### config.mk
export PLATFORM = sky130hd
export DESIGN_NAME = pll_rst_seq
export DESIGN_NICKNAME = d
export VERILOG_FILES = /design/src/rtl/pll_rst_seq.sv
export SDC_FILE = /design/constraint.sdc
export NUM_CORES = 1
export LEC_CHECK = 0
export ABC_CLOCK_PERIOD_IN_PS = 3000
export BUFFER_PORTS_ARGS = -buffer_cell sky130_fd_sc_hd__buf_2
export CAP_MARGIN = 20
export CORE_MARGIN = 4
export CORE_UTILIZATION = 60
export DETAILED_ROUTE_END_ITERATION = 10
export PLACE_DENSITY_LB_ADDON = 0.12
export SLEW_MARGIN = 20
export SYNTH_ARGS = -nofsm -noshare
export SYNTH_HDL_FRONTEND = slang
export SYNTH_SLANG_ARGS = --single-unit
### constraint.sdc
create_clock -name clk -period 3 [get_ports clk]
set_input_delay 0.3 -clock clk [delete_from_list [all_inputs] [get_ports clk]]
set_output_delay 0.3 -clock clk [all_outputs]
set_load 0.005 [all_outputs]
### src/rtl/pll_rst_seq.sv
// PLL reset/lock supervisor: pulses PLL reset, waits for a filtered lock, then releases sys_rst.
// Optional macro PLL_RST_SEQ_RELOCK_EN: lock loss in RUN triggers a full re-acquisition.
module pll_rst_seq #(
    parameter int CNT_W        = 20,
    parameter int RST_HOLD     = 16,
    parameter int LOCK_TIMEOUT = 270000,
    parameter int LOCK_FILT    = 64,
    parameter int POST_DELAY   = 256,
    parameter int MAX_RETRY    = 3
) (
    input  logic       clk,
    input  logic       rst,
    input  logic       lock,
    output logic       pll_rst,
    output logic       sys_rst,
    output logic       ready,
    output logic       fail,
    output logic [3:0] attempts,
    output logic       lock_lost
);

    typedef enum logic [2:0] {
        S_RESET_PLL,
        S_WAIT_LOCK,
        S_FILTER,
        S_DELAY,
        S_RUN,
        S_FAIL
    } state_t;

    localparam logic [CNT_W-1:0] HOLD_LAST    = CNT_W'(RST_HOLD - 1);
    localparam logic [CNT_W-1:0] TIMEOUT_LAST = CNT_W'(LOCK_TIMEOUT - 1);
    localparam logic [CNT_W-1:0] FILT_LAST    = CNT_W'(LOCK_FILT - 1);
    localparam logic [CNT_W-1:0] DELAY_LAST   = CNT_W'(POST_DELAY - 1);
    localparam logic [CNT_W-1:0] CNT_ONE      = CNT_W'(1);
    localparam logic [3:0]       RETRY_MAX    = 4'(MAX_RETRY);

    function automatic logic [3:0] sat_inc4(input logic [3:0] v);
        return (v == 4'hF) ? v : v + 4'd1;
    endfunction

    logic              lock_p0;
    logic              lock_s;
    state_t            state;
    logic [CNT_W-1:0]  cnt;

    // Stage p0/s: two-flop synchronizer for the asynchronous PLL lock
    always_ff @(posedge clk or posedge rst) begin
        if (rst) begin
            lock_p0 <= 1'b0;
            lock_s  <= 1'b0;
        end else begin
            lock_p0 <= lock;
            lock_s  <= lock_p0;
        end
    end

    always_ff @(posedge clk or posedge rst) begin
        if (rst) begin
            state     <= S_RESET_PLL;
            cnt       <= '0;
            pll_rst   <= 1'b1;
            sys_rst   <= 1'b1;
            ready     <= 1'b0;
            fail      <= 1'b0;
            attempts  <= 4'd1;
            lock_lost <= 1'b0;
        end else begin
            case (state)
                S_RESET_PLL: begin
                    if (cnt == HOLD_LAST) begin
                        state   <= S_WAIT_LOCK;
                        cnt     <= '0;
                        pll_rst <= 1'b0;
                    end else begin
                        cnt <= cnt + CNT_ONE;
                    end
                end
                S_WAIT_LOCK: begin
                    // A lock seen in the timeout cycle takes priority over the retry
                    if (lock_s) begin
                        state <= S_FILTER;
                        cnt   <= CNT_ONE;
                    end else if (cnt == TIMEOUT_LAST) begin
                        pll_rst <= 1'b1;
                        if (attempts < RETRY_MAX) begin
                            state    <= S_RESET_PLL;
                            cnt      <= '0;
                            attempts <= sat_inc4(attempts);
                        end else begin
                            state <= S_FAIL;
                            fail  <= 1'b1;
                        end
                    end else begin
                        cnt <= cnt + CNT_ONE;
                    end
                end
                S_FILTER: begin
                    if (!lock_s) begin
                        state <= S_WAIT_LOCK;
                        cnt   <= '0;
                    end else if (cnt >= FILT_LAST) begin
                        state <= S_DELAY;
                        cnt   <= '0;
                    end else begin
                        cnt <= cnt + CNT_ONE;
                    end
                end
                S_DELAY: begin
                    if (!lock_s) begin
                        state <= S_WAIT_LOCK;
                        cnt   <= '0;
                    end else if (cnt == DELAY_LAST) begin
                        state   <= S_RUN;
                        cnt     <= '0;
                        sys_rst <= 1'b0;
                        ready   <= 1'b1;
                    end else begin
                        cnt <= cnt + CNT_ONE;
                    end
                end
                S_RUN: begin
                    if (!lock_s) begin
                        lock_lost <= 1'b1;
`ifdef PLL_RST_SEQ_RELOCK_EN
                        state    <= S_RESET_PLL;
                        cnt      <= '0;
                        pll_rst  <= 1'b1;
                        sys_rst  <= 1'b1;
                        ready    <= 1'b0;
                        attempts <= 4'd1;
`else
                        state <= S_RUN;
`endif
                    end
                end
                S_FAIL: begin
                    pll_rst <= 1'b1;
                    sys_rst <= 1'b1;
                    ready   <= 1'b0;
                    fail    <= 1'b1;
                end
                default: begin
                    state   <= S_RESET_PLL;
                    cnt     <= '0;
                    pll_rst <= 1'b1;
                    sys_rst <= 1'b1;
                    ready   <= 1'b0;
                end
            endcase
        end
    end

endmodule

==> impl_metrics.csv, run 1 <==
group,metric,value,unit
finish,nNetsFinal,251,
route,drt_drc_violations_left,1,
route,viasPerCell,6.08,
finish,area_growth,6.65,%
placement,routabilityCongestion,0.910,
finish,finish.cell_count_without_fillers,291,
floorplanning,die_h,65.4,um
sta,tns,0,ns
logic_synthesis,ys_types,43,
placement,portBuffers,11,
cts,post_cts_resized,0,
cts,root_buffer,"clkbuf_4",
sta,fin_crit_sh,87.7,%
sta,worst_pin_slew,0.938,ns
logic_synthesis,synthesis.instances,238,
finish,antenna_cells,0,
power_and_ir_drop,pwr-share-seq,48.5,%
worst_setup_path,cp_top_family,"simple AND/OR/NAND/NOR gates",
worst_setup_path,required,3.21,ns
power_and_ir_drop,switching_share,38.0,%
job,drv_cap,0,
cts,clk_latency,0.34,ns
placement,hpwlAfterDp,3.13,mm
sta,fin_hold_ws,0.0237,ns
sta,max_freq,380,MHz
finish,drive_gt1_share,13.4,%
route,drtIter0Drc,181,
sta,skew,0.00992,ns
worst_setup_path,cp_max_fo,22,
power_and_ir_drop,leakage,0.000964,uW
floorplanning,rows,20,
min_path,hp-class,"in2async",
logic_synthesis,synth_edf_count,0,
floorplanning,die_w,65.4,um
power_and_ir_drop,max-vdd-ir-drop,478,uV
power_and_ir_drop,combPwrFrac,31.1,%
logic_synthesis,syn-num-nets,243,
floorplanning,initial_utilization,63.7,%
run_status,outcome,"finished, violations left",
grt,grt_util_all_layers,22.5,%
power_and_ir_drop,netSwitchingPower,486,uW
worst_setup_path,worstReg2RegEnd,"cnt[8]",
cts,cts_setup_buffers,0,
logic_synthesis,synth_area,1980,um2
cts,clock_path_buffers,2,
logic_synthesis,synth-seq-cells,34,
placement,dp_cells,283,
route,vias,1770,
worst_setup_path,crit_type,"reg2reg",
worst_setup_path,start_kind,"flop",
cts,cts_tree,"yes",
logic_synthesis,ys.flop_type,"dfrtp_1",
cts,cts.reportedPaths.clkPinSlew,0.10,ns
grt,grt_pass1_wl,7.45,mm
floorplanning,core_area,3100,um2
route,wl_per_cell,15.1,um
logic_synthesis,async_flop_share,100,%
sta,maxSlewViolCount,0,
power_and_ir_drop,p_per_area,606,nW/um2
logic_synthesis,synth-seq-area-share,43.3,%
worst_setup_path,timing.rr.start,"cnt[10]",
worst_setup_path,end_kind,"flop",
route,ant_nets,0,
worst_setup_path,worst-path-buf-inv,0,
floorplanning,die_area,4270,um2
worst_setup_path,worst-path-stages,6,
grt,antenna_found_initial,0,
worst_setup_path,crit_arrival,2.85,ns
run_status,violations,"design-rule violations",
sta,fin_crit,2.63,ns
grt,grt_max_degree,35,
worst_setup_path,cpMaxStageDelayCell,"or4_4",
sta,relSlewSlack,36.9,%
worst_setup_path,crit_path_start,"cnt[10]",
route,drtPass1Iterations,8,
grt,overflow,0,
sta,rsz0062_at_grt,"no",
floorplanning,boundaryPins,12,
power_and_ir_drop,p_int,792,uW
logic_synthesis,synth.avg_cell_area,8.30,um2
sta,hold_viol,0,
cts,numCtsBuffers,5,
cts,clock_sinks,34,
logic_synthesis,ys_warn_count,0,
worst_setup_path,cpPeakStageDelay,0.57,ns
route,wl,4.39,mm
power_and_ir_drop,p_clk_share,20.4,%
worst_setup_path,ff2ff_setup_slack,0.37,ns
cts,htree_num_levels,2,
grt,grt_pass1_vias,1583,
worst_setup_path,worst_path_most_repeated_cell,"or3_4",
sta,setup_viol,0,
cts,ctsHoldBuffers,0,
worst_setup_path,worstPathCellList,"or4_4 -> or3_4 -> o31a_1 -> or3_4 -> nor2_4 -> o211ai_1",
worst_setup_path,ff2ff_path_depth,6,
worst_setup_path,crit_end,"cnt[8]",
logic make-up (layout without fill, tap and decap cells):
family                     count (synthesis)  after routing  synth area share, %
AOI/OAI and AO/OA                         43             43                 14.1
xor gates and xnor gates                   2              2                0.887
adders and majority gates                  2              2                 1.27
buffers and inverters                     19             28                 4.43
DFF                                       34             34                 43.3
muxes                                      1              1                0.570
and+or+nand+nor                          137            137                 35.5
layout make-up:
type,count,area [um2]
clock buffer,7,55.1
clock inverter,1,5.00
fill,259,996
inverter,5,18.8
multi-input combinational,185,1030
sequential,34,855
tap,44,55.1
timing repair buffer,15,85.1
layout by cell type (no fill, tap or decap), types with 2 or more instances in the layout:
master	n
or3_1	4
o22ai_1	11
o211ai_1	6
and3_1	2
nor2_1	24
dfstp_2	3
a21oi_1	4
ha_1	2
inv_1	5
o21ai_1	5
nand2_1	42
or3_4	2
clkbuf_4	5
a31oi_1	2
or4_1	2
nand4_1	10
nor2b_1	9
o21ai_0	6
buf_4	4
xnor2_1	2
nand3_1	11
and4_1	2
and2_1	8
buf_2	11
nor3_1	10
dfrtp_1	31
nor4_1	5
tightest hold or removal path: stages:
cell   delay [ns]
buf_2        0.09
inv_1        0.04
buf_4        0.37
power by group through the flow:
stage | combinational (uW) | sequential [uW] | clock, uW
6_report | 397 | 620 | 260
5_1_grt | 442 | 632 | 293
4_1_cts | 399 | 618 | 264
3_5_place_dp | 399 | 625 | 0
3_3_place_gp | 382 | 620 | 0
2_1_floorplan | 367 | 583 | 0
cell usage after synthesis, types with 5 or more instances:
| cell | count | area [um2] |
|---|---|---|
| o21ai_0 | 6 | 30.0 |
| o21ai_1 | 5 | 25.0 |
| dfrtp_1 | 31 | 776 |
| nand4_1 | 10 | 62.6 |
| nor3_1 | 10 | 50.1 |
| nor4_1 | 5 | 31.3 |
| clkbuf_1 | 11 | 41.3 |
| and2_1 | 8 | 50.1 |
| nor2_1 | 24 | 90.1 |
| nand3_1 | 11 | 55.1 |
| o211ai_1 | 6 | 45.0 |
| inv_1 | 5 | 18.8 |
| nor2b_1 | 9 | 56.3 |
| nand2_1 | 42 | 158 |
| o22ai_1 | 11 | 68.8 |
worst min path at each step:
stage	cells past startpoint	end	startpoint
2_1_floorplan	0	lock_s	lock_p0
3_3_place_gp	0	lock_s	lock_p0
3_5_place_dp	0	lock_s	lock_p0
4_1_cts	3	cnt[7]	rst
5_1_grt	1	lock_p0	lock
6_report	3	fail	rst
state kept, by name, indices dropped and copies added (netlist names):
name and flops:
pll_rst 1, lock_lost 1, lock_s 1, lock_p0 1, cnt 20, sys_rst 1
fail 1, state 3, ready 1, attempts 4
stage by stage:
step | power [uW] | cell area, um2 | worst slack, ns | util (%)
after floorplan | 950 | 1980 | 0.533 | -
after global placement | 1000 | 2050 | 0.495 | 66.0
after detailed placement | 1020 | 2050 | 0.399 | 66.0
after CTS | 1280 | 2110 | 0.371 | 67.9
after global routing | 1370 | 2110 | 0.243 | 67.9
final | 1280 | 2110 | 0.369 | 67.9
routing by layer:
metal	wire [um]	global-route usage [%]	part of all wire, %	up-vias
met3	240	4.79	5.5	13
met2	1960	33.2	45	52
li1	-	-	-	870
met4	97	9.07	2.2	0
met1	2080	32.1	47	835
met5	0	0	0	-
Power figures use the tool's default switching activity.
==> run 2: changes to the inputs <==
- CTS_BUF_LIST: unset -> sky130_fd_sc_hd__clkbuf_4
==> run 2 against run 1 <==
  * The flow now finishes without violations
  * Sequential share of layout area grew 0.12 points
  * Clock skew grew 0.0013 ns
  * Non-clock buffer count is the same
  * First-iteration DRC count grew 9.4%
  * Utilization shrank 0.20 points
  * Critical endpoint unchanged
  * Cell count is the same
  * Critical path depth is the same
==> impl_metrics.csv, run 2 (same netlist as run 1, synthesis figures left out) <==
group,metric,value,unit
cts,numCtsBuffers,5,
run_status,outcome,"finished, final reports clean",
worst_setup_path,worst-path-buf-inv,0,
route,wl_per_cell,15.1,um
finish,final_common_cell,"nand2_1",
floorplanning,die_h,65.4,um
cts,cts_setup_buffers,0,
floorplanning,die_w,65.4,um
sta,rsz0062_at_grt,"no",
placement,routabilityCongestion,0.910,
sta,skew,0.0112,ns
grt,grt_max_degree,35,
worst_setup_path,cp_top_family,"simple AND/OR/NAND/NOR gates",
grt,grt_pass1_vias,1584,
sta,setup_viol,0,
cts,clock_sinks,34,
worst_setup_path,cpMaxStageDelayCell,"or4_4",
cts,clock_path_buffers,2,
route,ant_nets,0,
power_and_ir_drop,fin_total_pwr,1260,uW
floorplanning,die_area,4270,um2
finish,final_cell_mix,"nand2_1, dfrtp_1, nor2_1",
finish,largest_reg_flops,20,
placement,portBuffers,11,
floorplanning,boundaryPins,12,
finish,fin_util,67.7,%
sta,worst_pin_slew,0.947,ns
worst_setup_path,worstPathCellList,"or4_4 -> or3_4 -> o31a_1 -> or3_4 -> nor2_4 -> o211ai_1",
grt,overflow,0,
route,drt_drc_violations_left,0,
floorplanning,rows,20,
power_and_ir_drop,leakage,0.000962,uW
finish,top_register,"cnt",
worst_setup_path,end_kind,"flop",
sta,max_freq,380,MHz
sta,hold_viol,0,
finish,drive_gt1_share,13.4,%
route,viasPerCell,6.12,
grt,antenna_found_initial,0,
sta,fin_hold_ws,0.0219,ns
job,drv_cap,0,
worst_setup_path,crit_arrival,2.85,ns
cts,cts_tree,"yes",
cts,ctsHoldBuffers,0,
worst_setup_path,worst_path_most_repeated_cell,"or3_4",
worst_setup_path,ff2ff_setup_slack,0.37,ns
worst_setup_path,cpPeakStageDelay,0.57,ns
route,drtIter0Drc,198,
power_and_ir_drop,p_per_area,599,nW/um2
cts,clk_latency,0.34,ns
sta,fin_ws,0.366,ns
finish,area_growth,6.33,%
sta,maxSlewViolCount,0,
route,vias,1782,
worst_setup_path,crit_type,"reg2reg",
cts,post_cts_resized,0,
route,wl,4.38,mm
cts,root_buffer,"clkbuf_4",
finish,nNetsFinal,251,
floorplanning,core_area,3100,um2
worst_setup_path,cp_max_fo,22,
sta,fin_crit_sh,87.8,%
placement,hpwlAfterDp,3.13,mm
finish,largestRegisters,"cnt (20), attempts (4), state (3)",
floorplanning,initial_utilization,63.7,%
cts,htree_num_levels,2,
finish,antenna_cells,0,
sta,tns,0,ns
grt,grt_util_all_layers,22.5,%
min_path,hp-class,"in2async",
cts,cts.reportedPaths.clkPinSlew,0.10,ns
power_and_ir_drop,max-vdd-ir-drop,397,uV
route,drtPass1Iterations,5,
sta,relSlewSlack,36.3,%
grt,grt_pass1_wl,7.45,mm
worst_setup_path,start_kind,"flop",
worst_setup_path,required,3.21,ns
placement,dpl_worst_slack,0.399,ns
sta,fin_crit,2.63,ns
==> run 2: final timing paths <==
path | cells after the start | endpoint | start
max | 6 | cnt[8] | cnt[10]
min | 3 | fail | rst
max reg2reg | 6 | cnt[8] | cnt[10]
min reg2reg | 0 | lock_s | lock_p0
max in group asynchronous | 3 | attempts[0] | rst
min in group clk | 1 | lock_p0 | lock
==> run 2: per-layer routing <==
layer  GRT usage [%]  wire length [um]  vias up
li1                -                 -      871
met1            32.1              2090      837
met3            4.79               240       14
met4            9.07                95        0
met5               0                 0        -
met2            33.2              1960       60
==> run 2: layout make-up <==
class,count,area [um2]
Clock inverter,2,8.76
Clock buffer,6,45.0
Sequential cell,34,855
Multi-Input combinational cell,185,1030
Timing Repair Buffer,15,85.1
Fill cell,261,1000
Inverter,5,18.8
Tap cell,44,55.1
==> run 2: worst min-delay path, cell delays in order <==
cell	delay, ns
buf_2	0.09
inv_1	0.04
buf_4	0.36
==> run 2: stage by stage <==
step | cells | instance area [um2]
2_1_floorplan | 238 | 1980
3_3_place_gp | 283 | 2050
3_5_place_dp | 283 | 2050
4_1_cts | 291 | 2100
5_1_grt | 291 | 2100
6_report | 291 | 2100
==> run 2: power breakdown <==
part	switching [uW]	total, uW	leakage, uW	internal (uW)
sequential	91.0	620	0.000449	529
combinational	248	397	0.000480	149
clock	145	242	0.0000331	96.9
